## src/rtl/bcd_updown_counter.sv

```systemverilog
// -----------------------------------------------------------------------------
// bcd_updown_counter
//   Multi-digit BCD up/down counter with a programmable terminal value (TOP),
//   synchronous parallel load with validation, a registered wrap pulse and a
//   combinational terminal-count output for ripple-enable cascading.
//
// Parameters
//   DIGITS : number of BCD digits (1..8); Q/D are 4*DIGITS bits wide
//   TOP    : terminal count as a decimal integer (1..10^DIGITS-1)
//
// Ports
//   CLK    : rising-edge clock
//   CR     : synchronous active-high clear (highest priority)
//   EN     : count enable
//   UP     : direction, 1 = up, 0 = down
//   LD     : synchronous parallel load request (acts regardless of EN)
//   D      : BCD load value, digit k in D[4k+3:4k]
//   Q      : current count, BCD
//   CO     : registered one-cycle pulse after a wrap edge
//   TC     : combinational terminal count; drives the next stage's EN
//   LD_ERR : registered one-cycle pulse after a rejected load
// -----------------------------------------------------------------------------
module bcd_updown_counter #(
    parameter int DIGITS = 2,
    parameter int TOP    = 59
) (
    input  logic                  CLK,
    input  logic                  CR,
    input  logic                  EN,
    input  logic                  UP,
    input  logic                  LD,
    input  logic [4*DIGITS-1:0]   D,
    output logic [4*DIGITS-1:0]   Q,
    output logic                  CO,
    output logic                  TC,
    output logic                  LD_ERR
);

    localparam int W = 4 * DIGITS;

    function automatic int pow10(input int n);
        int r;
        r = 1;
        for (int i = 0; i < n; i++) begin
            r = r * 10;
        end
        return r;
    endfunction

    function automatic logic [W-1:0] to_bcd(input int value);
        logic [W-1:0] r;
        int           v;
        r = '0;
        v = value;
        for (int k = 0; k < DIGITS; k++) begin
            r[4*k +: 4] = 4'(v % 10);
            v           = v / 10;
        end
        return r;
    endfunction

    // Reject illegal parameter combinations at elaboration.
    generate
        if (DIGITS < 1 || DIGITS > 8) begin : g_bad_digits
            $error("bcd_updown_counter: DIGITS=%0d outside 1..8", DIGITS);
        end
        if (TOP < 1 || TOP > pow10(DIGITS) - 1) begin : g_bad_top
            $error("bcd_updown_counter: TOP=%0d outside 1..10^DIGITS-1", TOP);
        end
    endgenerate

    localparam logic [W-1:0] TOP_BCD = to_bcd(TOP);

    function automatic logic digits_ok(input logic [W-1:0] v);
        logic ok;
        ok = 1'b1;
        for (int k = 0; k < DIGITS; k++) begin
            if (v[4*k +: 4] > 4'd9) begin
                ok = 1'b0;
            end
        end
        return ok;
    endfunction

    function automatic logic [W-1:0] bcd_inc(input logic [W-1:0] v);
        logic [W-1:0] r;
        logic         carry;
        r     = v;
        carry = 1'b1;
        for (int k = 0; k < DIGITS; k++) begin
            if (carry) begin
                if (v[4*k +: 4] == 4'd9) begin
                    r[4*k +: 4] = 4'd0;
                end else begin
                    r[4*k +: 4] = v[4*k +: 4] + 4'd1;
                    carry       = 1'b0;
                end
            end
        end
        return r;
    endfunction

    function automatic logic [W-1:0] bcd_dec(input logic [W-1:0] v);
        logic [W-1:0] r;
        logic         borrow;
        r      = v;
        borrow = 1'b1;
        for (int k = 0; k < DIGITS; k++) begin
            if (borrow) begin
                if (v[4*k +: 4] == 4'd0) begin
                    r[4*k +: 4] = 4'd9;
                end else begin
                    r[4*k +: 4] = v[4*k +: 4] - 4'd1;
                    borrow      = 1'b0;
                end
            end
        end
        return r;
    endfunction

    logic [W-1:0] q_q, q_d;
    logic         co_q, co_d;
    logic         lderr_q, lderr_d;
    logic         load_ok;

    // With every digit valid, packed BCD orders the same as its decimal value,
    // so a plain unsigned compare against TOP_BCD is a decimal range check.
    assign load_ok = digits_ok(D) && (D <= TOP_BCD);

    always_comb begin
        q_d     = q_q;
        co_d    = 1'b0;
        lderr_d = 1'b0;
        if (LD) begin
            if (load_ok) begin
                q_d = D;
            end else begin
                lderr_d = 1'b1;
            end
        end else if (EN) begin
            if (UP) begin
                if (q_q == TOP_BCD) begin
                    q_d  = '0;
                    co_d = 1'b1;
                end else begin
                    q_d = bcd_inc(q_q);
                end
            end else begin
                if (q_q == '0) begin
                    q_d  = TOP_BCD;
                    co_d = 1'b1;
                end else begin
                    q_d = bcd_dec(q_q);
                end
            end
        end
    end

    always_ff @(posedge CLK) begin
        if (CR) begin
            q_q     <= '0;
            co_q    <= 1'b0;
            lderr_q <= 1'b0;
        end else begin
            q_q     <= q_d;
            co_q    <= co_d;
            lderr_q <= lderr_d;
        end
    end

    assign Q      = q_q;
    assign CO     = co_q;
    assign LD_ERR = lderr_q;

    // Zero-latency so a downstream stage advances on the same edge as this wrap.
    assign TC = EN & ~LD & ~CR & (UP ? (q_q == TOP_BCD) : (q_q == '0));

    // The count never leaves 0..TOP nor holds a non-BCD digit.
    a_in_range : assert property (@(posedge CLK) disable iff (CR)
        (digits_ok(q_q) && (q_q <= TOP_BCD)));

endmodule

```

## config.mk

```make
export PLATFORM = sky130hd
export DESIGN_NAME = bcd_updown_counter
export DESIGN_NICKNAME = d
export VERILOG_FILES = /design/src/rtl/bcd_updown_counter.sv
export SDC_FILE = /design/constraint.sdc
export NUM_CORES = 1
export LEC_CHECK = 0
export BUFFER_PORTS_ARGS = -buffer_cell sky130_fd_sc_hd__buf_4
export CAP_MARGIN = 20
export CORE_MARGIN = 5
export CORE_UTILIZATION = 40
export CTS_BUF_LIST = sky130_fd_sc_hd__clkbuf_8 sky130_fd_sc_hd__clkbuf_16
export DETAILED_ROUTE_END_ITERATION = 8
export SETUP_SLACK_MARGIN = 0.02
export SLEW_MARGIN = 20
export SYNTH_ARGS = -nofsm -noshare
export SYNTH_HDL_FRONTEND = slang
export SYNTH_SLANG_ARGS = --single-unit
```

## constraint.sdc

```tcl
create_clock -name CLK -period 2.5 [get_ports CLK]
set_input_delay 0 -clock CLK [delete_from_list [all_inputs] [get_ports CLK]]
set_output_delay 0 -clock CLK [all_outputs]
set_load 0.02 [all_outputs]
```

Word level (Yosys, flattened, before mapping)
Cells that the tools add are included.
Widths: inputs -> output; s select.
- bits in registers: 10
- bits of input ports: 13
- output and inout bits: 11
- word-level logic and storage cells: 61
- add/subtract/negate cells: 4
- order comparisons: 3
- equal/unequal tests: 5
- mux-type cells: 29
- bitwise operators: 6
- reductions and logical operators: 10
- operators with widths (operator ; number):
    $mux 8 ; 6
    $mux 4 ; 6
    $mux 1 ; 17
    $add 4x1->4 const B ; 2
    $eq 4x4->1 const B ; 2
    $eq 8x7->1 const B ; 1
    $gt 4x4->1 const B ; 2
    $le 8x7->1 const B ; 1
    $logic_not 4->1 ; 2
    $logic_not 8->1 ; 1
    $sub 4x1->4 const B ; 2
    $ne 4x1->1 const B ; 1
    $reduce_and 4->1 ; 1
    $reduce_bool 4->1 ; 1
    $and 1x1->1 ; 3
    $not 1->1 ; 3
    $reduce_or 3->1 ; 1
    $ne 2x1->1 const B ; 1
    $reduce_and 2->1 ; 1
    $reduce_bool 2->1 ; 1
    $reduce_or 2->1 ; 1
    $logic_and 1x1->1 ; 1

Longest topological paths before layout
Gate-level depths: netlist of run 1.
- depth in word-level cells: 11
- gate-level depth with buffers: 6
- depth with buffers taken out: 6

Least setup slack after synthesis of run 1
No wires, ideal clock.
- path kind: reg-to-reg
- start point: register q_q[0], in the netlist Q[0]
- end point: register q_q[4], in the netlist Q[4]
- arrival time: 1.873 ns
- required time: 2.426 ns
- setup slack: 0.552 ns
- stages on the path, launching flop included: 7
- path buffers: 0
- path through: dfxtp_1 inv_1 ha_1 or3b_4 a211o_1 or3_1 a31oi_1
- word-level cells in the longest chain between the ends: 8
- elaborated cells on any way between the ends: 22
- ends and longest elaborated chain (item ; RTL line ; text):
    start: declaration ; 121 ; logic [W-1:0] q_q, q_d;
    start signal: assignment ; 165 ; q_q <= q_d;
    $eq 4x4->1 or $logic_not 4->1 (tied branches) ; 92, 110 ;
    $mux 1, on equally long branches ; 92, 110 ;
    $mux 1, on equally long branches ; 142, 149 ;
    $mux 1 ; 141 ; if (UP) begin
    $mux 1 ; 140 ; end else if (EN) begin
    $mux 1 ; 134 ; if (LD) begin
    $ne 4x1->1 (no source line) or $reduce_bool 4->1 (tied branches) ; -- ;
    $reduce_and 4->1 (no source line) ; -- ;
Several ways; a longest one is shown, not always the timed one. The select of a mux whose other input is x is not followed.
A chain may end at the register's enable or synchronous reset.

Final worst setup path of run 1
- start point: register q_q[0], in the netlist Q[0]
- end point: output port TC
- word-level cells in the longest chain between the ends: 3
- elaborated cells on any way between the ends: 4
- ends and longest elaborated chain (item ; RTL line ; text):
    $eq 8x7->1 or $logic_not 8->1 (tied branches) ; 176 ; assign TC = EN & ~LD & ~CR & (UP ? (q_q == TOP_BCD) : (q_q == '0));
    $mux 1 * ; 176 ;
    $and 1x1->1 * ; 176 ;
    end: declaration ; 35 ; output logic TC,
Every way passes the cells marked *; elsewhere a longest branch is shown, timed or not.

==> results.yml, run 1 <==
die:
  io-pin-count: 24
  core_box_area_um2: 2170
  row_count: 17
  initial_cell_density_of_the_core_pct: 41.1
  floorplan.die_area_um2: 3270
  fp.dieH_um: 57.2
  die-width_um: 57.2
critical_path:
  worstPathCellList: "inv_1, ha_1, or3b_2, nor4_1, a31oi_1, nor2_1, buf_4"
  worstPathArrival_ns: 2.06
  timing.critical_path.max_delay_family: "simple AND/OR/NAND/NOR gates"
  critPathMaxFanout: 8
  critical_path_class: "register to output pin"
  kind_of_capture_point_of_the_worst_setup_path: "output pin"
  worst_reg2reg_setup_slack_ns: 0.47
  worst-endpoint-required_ns: 2.50
  cp_slowest_stage_delay_ns: 0.52
  sum_of_buffers_and_inverters_on_the_critical_path: 2
  crit_path_top_delay_cell: "or3b_2"
  worst_setup_path_start_kind: "register"
synth:
  mappedNetlistArea_um2: 892
  ys_warn_count: 0
  most_common_cell_in_the_synthesized_netlist: "nor2_1"
  ys_top_cells_by_area: "dfxtp_1, nor2_1, o31ai_1, ha_1, inv_1"
  syn_avg_cell_area_um2: 7.25
  synthesized_netlist_cell_count: 123
  synth_enable_flop_cells: 0
  yosys_most_used_dff: "dfxtp_1"
  synth_top_cells_by_count: "nor2_1, dfxtp_1, inv_1"
  synth.top_cell.area_share_pct: 22.4
  synth.net_count: 139
  synth.distinct_cells: 45
  post-synth-top-area-cell: "dfxtp_1"
  share_of_synthesized_area_occupied_by_flip_flops_and_latches_pct: 22.4
  synth-seq-cells: 10
  async_s_r_ff_share_synth_pct: 0
timing:
  fmax_mhz: 486
  timing.final.setup_violations: 0
  timing.max_slew.rel_slack_pct: 50.2
  rsz0062_at_grt: "no"
  final.setup_skew_ns: 0.00378
  worst_slew_pin_slew_ns: 0.741
  fin_crit_ns: 2.06
  finalHoldViolations: 0
  post-route-period-util_pct: 82.3
  fin_tns_setup_ns: 0
  slew_viol_final: 0
placed_design:
  detailedPlacementHpwl_mm: 1.88
  routability_congestion_estimate_from_global_placement: 0.877
  post_dp_cell_area_um2: 1060
  portBuffers: 23
status:
  run_status: "finished, final reports clean"
drt:
  drt_iter0_drc: 75
  detail-route-antenna-nets: 0
  vias_per_cell: 6.09
  route.detailed.drc: 0
  routed-via-count: 1030
  detail_route.wirelength_mm: 2.52
  number_of_search_and_repair_iterations_in_the_first_detailed_routing_pass: 4
  route.detailed.wl_per_inst_um: 14.9
clock_tree:
  clockBufferDepth: 2
  cts-buffers-inserted: 3
  postCtsSetupRepairBufs: 0
  cts-root-buf: "clkbuf_8"
  cts_hold_buffers: 0
  clock_tree.htree_level_count: 1
  clkSlewWorstSetupHoldPaths_ns: 0.06
  latest_clock_arrival_within_the_worst_skew_pair_ns: 0.24
  clock_sink_count: 10
  tritoncts: "yes"
  postCtsResizedCells: 0
hold_path:
  timing.hold.worst.class: "primary input to register"
layout:
  syn_to_final_growth_pct: 24.8
  post_route_cells_drive_above_1_share_pct: 22.0
  design_area_um2: 1110
  antenna-diode-count: 0
  final_nets: 158
global_route:
  globalRouteOverflowTotal: 0
  grt_pass1_wl_mm: 4.03
  grtUsageTotal_pct: 15.3
  antenna_violations_before_repair: 0
  grt_pass1_vias: 896
  grt_start_max_net_pins: 21
power:
  total_leakage_power_uw: 0.000451
  vdd_drop_max_uv: 273
  p_per_area_nw_per_um2: 524
run:
  drv.max_cap_violation_count: 0
cell usage in the layout (no fill, tap or decap), types with 2 or more instances in the layout:
master / count
dfxtp_1: 10
o31ai_1: 6
a211oi_1: 3
o211ai_1: 2
a21oi_1: 6
buf_4: 23
nand3_1: 5
nand2_1: 8
o311ai_0: 2
o21ai_0: 5
a31oi_1: 3
nand2b_1: 4
a211o_1: 2
a311oi_1: 2
nor2_1: 12
clkbuf_8: 4
nand3b_1: 2
nor3_1: 4
ha_1: 3
inv_1: 10
metal layers:
layer,vias to the layer above,track usage (%),part of all wire (%)
li1,497,-,-
met1,472,20.2,44
met2,57,24.5,45
met3,4,2.49,9.7
met4,0,6.62,1.5
met5,-,0,0
cell type report:
type	count	area [um2]
clock buffers	4	55.1
fillers	238	1060
inverters	10	37.5
multi-input cells	94	613
flip-flops and latches	10	200
well taps	28	35.0
repair buffers	23	173
kinds of logic (layout without fill, tap and decap cells):
kind of cell             count (synthesis)  after routing  synth area share [%]
adder cells (fa/ha/maj)                  3              3                  4.21
buffers and inverters                   19             37                  8.84
AND/OR/NAND/NOR                         47             47                  28.3
AO/OA/AOI/OAI                           43             43                  35.2
XOR/XNOR                                 1              1                 0.982
flip-flops                              10             10                  22.4
per-stage QoR:
stage	std cells	setup WS, ns	hold WS (ns)	util (%)	power [uW]
6_report	169	0.443	0.0363	51.3	583
5_1_grt	169	0.285	0.0406	51.3	613
4_1_cts	169	0.456	0.0386	51.3	583
3_5_place_dp	165	0.485	0.290	48.8	374
3_3_place_gp	165	0.554	0.289	48.8	373
2_1_floorplan	123	0.552	0.166	-	317
power breakdown:
group | switching [uW] | internal, uW | total (uW)
clock network | 71.4 | 139 | 210
logic | 93.0 | 79.3 | 172
registers | 28.1 | 172 | 200
total | 193 | 391 | 583
final timing paths:
kind,startpoint,depth (start not counted),endpoint
hold / removal,CR,2,Q[4]
hold reg to reg,Q[1],2,Q[1]
setup reg to reg,Q[0],6,Q[5]
setup / recovery,Q[0],7,TC
registers in the layout (all words and copies together), names as in the netlist:
name    flops
CO          1
LD_ERR      1
Q           8
No activity file was read; power rests on OpenSTA's default activity.
==> run 2, diff against run 1 <==
Settings changed: PLACE_DENSITY set to 0.66.
Clock period 2.5 ns to 1.8 ns, I/O delays scaled along.
==> run 2 against run 1 <==
Sequential power grew 35%. Die area is the same. Via count grew 5.4%. Clock power grew 35%. Critical endpoint is now Q[4]. Final area grew 14%. Register-to-register slack lost 0.44 ns. Clock-buffer cell count is the same. Highest routed layer unchanged.
==> results.yml, run 2 (synthesis gave the netlist of run 1 again) <==
run:
  drv.max_cap_violation_count: 0
critical_path:
  crit_path_top_delay_cell: "or3b_4"
  worstPathArrival_ns: 1.93
  cp-startpoint: "Q[0]"
  worst_setup_path_start_kind: "register"
  worst-endpoint-required_ns: 1.96
  timing.critical_path.max_delay_family: "simple AND/OR/NAND/NOR gates"
  critical_path_class: "register to register"
  critPathMaxFanout: 4
  reg2reg_from: "Q[0]"
  kind_of_capture_point_of_the_worst_setup_path: "register"
  worstPathCellList: "inv_4, ha_4, or3b_4, a211o_1, or3_1, a31oi_1"
  sum_of_buffers_and_inverters_on_the_critical_path: 1
  cp_slowest_stage_delay_ns: 0.38
power:
  power_switching_share_pct: 32.4
  p_per_area_nw_per_um2: 691
  pwr-share-seq_pct: 30.9
  comb_power_share_pct: 36.7
  power.switching_uw: 285
  clockPowerShare_pct: 32.4
  post_layout_total_power_uw: 878
  vdd_drop_max_uv: 546
  cell_internal_pwr_uw: 594
  total_leakage_power_uw: 0.000530
global_route:
  grt_pass1_wl_mm: 4.40
  globalRouteOverflowTotal: 0
  antenna_violations_before_repair: 0
  grt_pass1_vias: 989
  grtUsageTotal_pct: 16.8
  grt_start_max_net_pins: 21
placed_design:
  dp.cells: 174
  place_worst_setup_slack_ns: 0.0613
  portBuffers: 23
  detailedPlacementHpwl_mm: 1.98
  routability_congestion_estimate_from_global_placement: 0.913
layout:
  fill_cells: 210
  mostFrequentLayoutCell: "buf_4"
  final_util_pct: 58.6
  antenna-diode-count: 0
  most-common-layout-cells: "buf_4, nor2_1, inv_1, nand2_1, dfxtp_1"
  register_area_um2: 209
  syn_to_final_growth_pct: 42.5
  post_layout_nonfiller_instances: 182
  final_nets: 171
  largest_register_ffs: 8
  post_route_cells_drive_above_1_share_pct: 34.4
  multi_input_area_um2: 656
clock_tree:
  clock_tree.htree_level_count: 1
  cts_hold_buffers: 0
  tritoncts: "yes"
  cts-buffers-inserted: 3
  clkSlewWorstSetupHoldPaths_ns: 0.05
  cts-root-buf: "clkbuf_8"
  clockBufferDepth: 2
  clock_sink_count: 10
  latest_clock_arrival_within_the_worst_skew_pair_ns: 0.24
die:
  fp.dieH_um: 57.2
  io-pin-count: 24
  die-width_um: 57.2
  floorplan.die_area_um2: 3270
  initial_cell_density_of_the_core_pct: 41.1
  core_box_area_um2: 2170
  row_count: 17
drt:
  route.detailed.wl_per_inst_um: 15.1
  route.detailed.drc: 0
  detail-route-antenna-nets: 0
  vias_per_cell: 5.97
  drt_iter0_drc: 44
  detail_route.wirelength_mm: 2.74
  number_of_search_and_repair_iterations_in_the_first_detailed_routing_pass: 4
  routed-via-count: 1086
hold_path:
  timing.hold.worst.class: "primary input to register"
  min-delay-start: "CR"
status:
  run_status: "finished, final reports clean"
timing:
  timing.max_slew.rel_slack_pct: 54.1
  finalHoldViolations: 0
  fin_tns_setup_ns: 0
  fin_crit_ns: 1.77
  rsz0062_at_grt: "yes"
  slew_viol_final: 0
  final.setup_skew_ns: 0.00214
  post-route-period-util_pct: 98.1
  finalWorstSetupSlack_ns: 0.0349
  timing.final.setup_violations: 0
  worst_slew_pin_slew_ns: 0.682
  fmax_mhz: 567
-- run 2: cell count changes in the layout (fill, tap and decap cells not counted), sizes merged --
| cell | before | now |
|---|---|---|
| buf | 23 | 36 |
-- run 2: worst paths after layout --
| check | end | slack [ns] | cells after the start |
|---|---|---|---|
| max reg2reg | Q[4] | 0.03 | 6 |
| max | Q[4] | 0.03 | 6 |
| min | Q[4] | 0.04 | 2 |
| min reg2reg | Q[0] | 0.51 | 2 |
-- run 2: timing repair --
item / 4_1_cts / 5_1_grt
gates cloned: 0 / 0
pin swaps: 2 / 10
buffers inserted: 2 / 3
gates resized for setup: 3 / 6
setup endpoints to repair: 1 / 6
-- run 2: through the flow --
stage                     hold slack (ns)  instance area (um2)
after global placement              0.295                 1150
after CTS                          0.0392                 1220
after global routing               0.0385                 1270
after floorplan                     0.165                  912
final                              0.0377                 1270
after detailed placement            0.291                 1150
-- run 2: metal layers --
| layer | global-route usage, % | wire (um) |
|---|---|---|
| met1 | 19.6 | 1170 |
| met2 | 26.9 | 1350 |
| met3 | 6.56 | 173 |
| met4 | 7.62 | 50 |
| met5 | 0 | 0 |
-- run 2: final cells by class --
class / instances / share of cell area, %
inverter: 10 / 3.35
timing repair buffer: 36 / 21.6
sequential: 10 / 16.4
clock buffer: 4 / 4.33
tap: 28 / 2.76
multi-input combinational: 94 / 51.6
-- run 2: power by group through the flow --
| stage | Sequential [uW] | Clock [uW] | Combinational [uW] |
|---|---|---|---|
| after floorplan | 281 | 0 | 165 |
| after global placement | 271 | 0 | 276 |
| after detailed placement | 270 | 0 | 280 |
| after CTS | 268 | 291 | 295 |
| after global routing | 275 | 304 | 350 |
| final | 271 | 284 | 323 |
==> run 3, diff against run 2 <==
Clock period 1.8 ns to 1.5 ns, I/O delays scaled along.
==> run 3 against run 2 <==
The run now ends with setup timing left. Sequential power is 15% higher. Register-to-register slack worse by 0.32 ns. Cell count is 6.6% higher. Largest power group unchanged.
==> results.yml, run 3 (synthesis gave the netlist of run 1 again) <==
clock_tree:
  tritoncts: "yes"
  cts-buffers-inserted: 3
  clockBufferDepth: 2
  latest_clock_arrival_within_the_worst_skew_pair_ns: 0.24
  clock_tree.htree_level_count: 1
  cts-root-buf: "clkbuf_8"
  clkSlewWorstSetupHoldPaths_ns: 0.05
  clock_sink_count: 10
critical_path:
  critPathMaxFanout: 2
  worstPathArrival_ns: 1.78
  kind_of_capture_point_of_the_worst_setup_path: "output pin"
  worst-endpoint-required_ns: 1.50
  worst_setup_path_start_kind: "register"
  critical_path_class: "register to output pin"
drt:
  routed-via-count: 1146
  route.detailed.drc: 0
  route.detailed.wl_per_inst_um: 15.9
  detail-route-antenna-nets: 0
  number_of_search_and_repair_iterations_in_the_first_detailed_routing_pass: 4
  vias_per_cell: 5.91
  drt_iter0_drc: 22
  detail_route.wirelength_mm: 3.08
power:
  clockPowerShare_pct: 26.4
  cell_internal_pwr_uw: 716
  power_switching_share_pct: 35.0
  total_leakage_power_uw: 0.000600
  p_per_area_nw_per_um2: 756
  power.switching_uw: 386
  pwr-share-seq_pct: 28.3
  vdd_drop_max_uv: 617
  comb_power_share_pct: 45.3
layout:
  antenna-diode-count: 0
  mostFrequentLayoutCell: "buf_4"
  fill_cells: 192
  post_route_cells_drive_above_1_share_pct: 48.2
  final_nets: 183
  largest_register_ffs: 8
  syn_to_final_growth_pct: 63.4
  most-common-layout-cells: "buf_4, nor2_1, inv_1, dfxtp_1, nand2_1"
placed_design:
  routability_congestion_estimate_from_global_placement: 0.857
  detailedPlacementHpwl_mm: 2.16
  portBuffers: 23
die:
  core_box_area_um2: 2170
  fp.dieH_um: 57.2
  row_count: 17
  floorplan.die_area_um2: 3270
  io-pin-count: 24
  die-width_um: 57.2
  initial_cell_density_of_the_core_pct: 41.1
timing:
  timing.final.setup_violations: 9
  timing.max_slew.rel_slack_pct: 73.9
  fin_tns_setup_ns: -1.69
  fin_crit_ns: 1.78
  worst_hold_slack_ns: 0.0508
  rsz0062_at_grt: "yes"
  post-route-period-util_pct: 119
  finalHoldViolations: 0
  final.setup_skew_ns: 0.00157
  worst_slew_pin_slew_ns: 0.392
  slew_viol_final: 0
  finalWorstSetupSlack_ns: -0.284
  fmax_mhz: 561
global_route:
  use_met1_pct: 21.8
  globalRouteOverflowTotal: 0
  grt_pass1_vias: 1166
  grt_pass1_wl_mm: 5.04
  grt_start_max_net_pins: 14
  grtUsageTotal_pct: 19.3
  globalRoute.busiestLayer: "met2"
  grtUsageMet2_pct: 34.4
  antenna_violations_before_repair: 0
  grtUsageMet3_pct: 4.30
hold_path:
  timing.hold.worst.class: "primary input to register"
status:
  failing_checks: "setup timing"
  run_status: "complete, but fails checks"
run:
  drv.max_cap_violation_count: 0
-- run 3: changes by cell type in the layout (fill, tap and decap cells not counted), moves of 2 or more --
cell | previous run | this run
buf_6 | 1 | 4
o31ai_2 | 0 | 2
nor2_1 | 12 | 10
nor3_2 | 0 | 2
o31ai_1 | 6 | 3
nor3_1 | 4 | 2
buf_4 | 35 | 44
-- run 3: routing by layer --
layer | wire length (um) | part of all wire (%)
met1 | 1240 | 40
met4 | 53 | 1.7
met3 | 128 | 4.2
met2 | 1670 | 54
met5 | 0 | 0
-- run 3: area by class of cell --
cell class                 count  area (um2)  area share [%]
clock inverter                 1        3.75           0.258
tap                           28        35.0            2.40
multi-input combinational     94         752            51.6
inverter                      10        42.5            2.92
timing repair buffer          48         375            25.8
clock buffer                   3        41.3            2.83
sequential                    10         208            14.2
-- run 3: stage by stage --
step                setup slack, ns  instance area, um2  util [%]  power, uW  cells
floorplan                    -0.220                 920         -        542    123
global placement             -0.175                1220      56.3        691    183
detailed placement           -0.233                1220      56.3        694    183
finish                       -0.284                1460      67.2       1100    194
global route                 -0.373                1460      67.2       1160    194
CTS                          -0.313                1380      63.8       1060    192
-- run 3: path summary, 6_finish.rpt --
| path | from | endpoint | slack (ns) | cells after the start |
|---|---|---|---|---|
| worst min register to register | Q[0] | Q[0] | 0.51 | 2 |
| worst max register to register | Q[1] | Q[1] | -0.28 | 9 |
| worst min-delay path | CR | LD_ERR | 0.05 | 2 |
| worst max-delay path | Q[1] | TC | -0.28 | 8 |
-- run 3: power groups by stage --
stage / registers [uW] / logic (uW) / clock network, uW
2_1_floorplan: 339 / 204 / 0
3_3_place_gp: 315 / 376 / 0
3_5_place_dp: 316 / 379 / 0
4_1_cts: 311 / 450 / 294
5_1_grt: 315 / 539 / 310
6_report: 312 / 499 / 291
-- run 3: worst max-delay path: stages, from the launching register on --
cell and delay (ns):
dfxtp_4 0.34, inv_4 0.06, ha_4 0.13, buf_6 0.09, or3b_4 0.39, nor4_2 0.21, a31oi_1 0.09, nor2_2 0.09
buf_4 0.14
-- run 3: repair_timing --
item                                    CTS  global route
hold buffers                              0             0
cloned                                    0             0
resized for setup                        17            12
pin swaps                                14             8
buffers inserted                          5             3
endpoints found under the setup margin   10            10
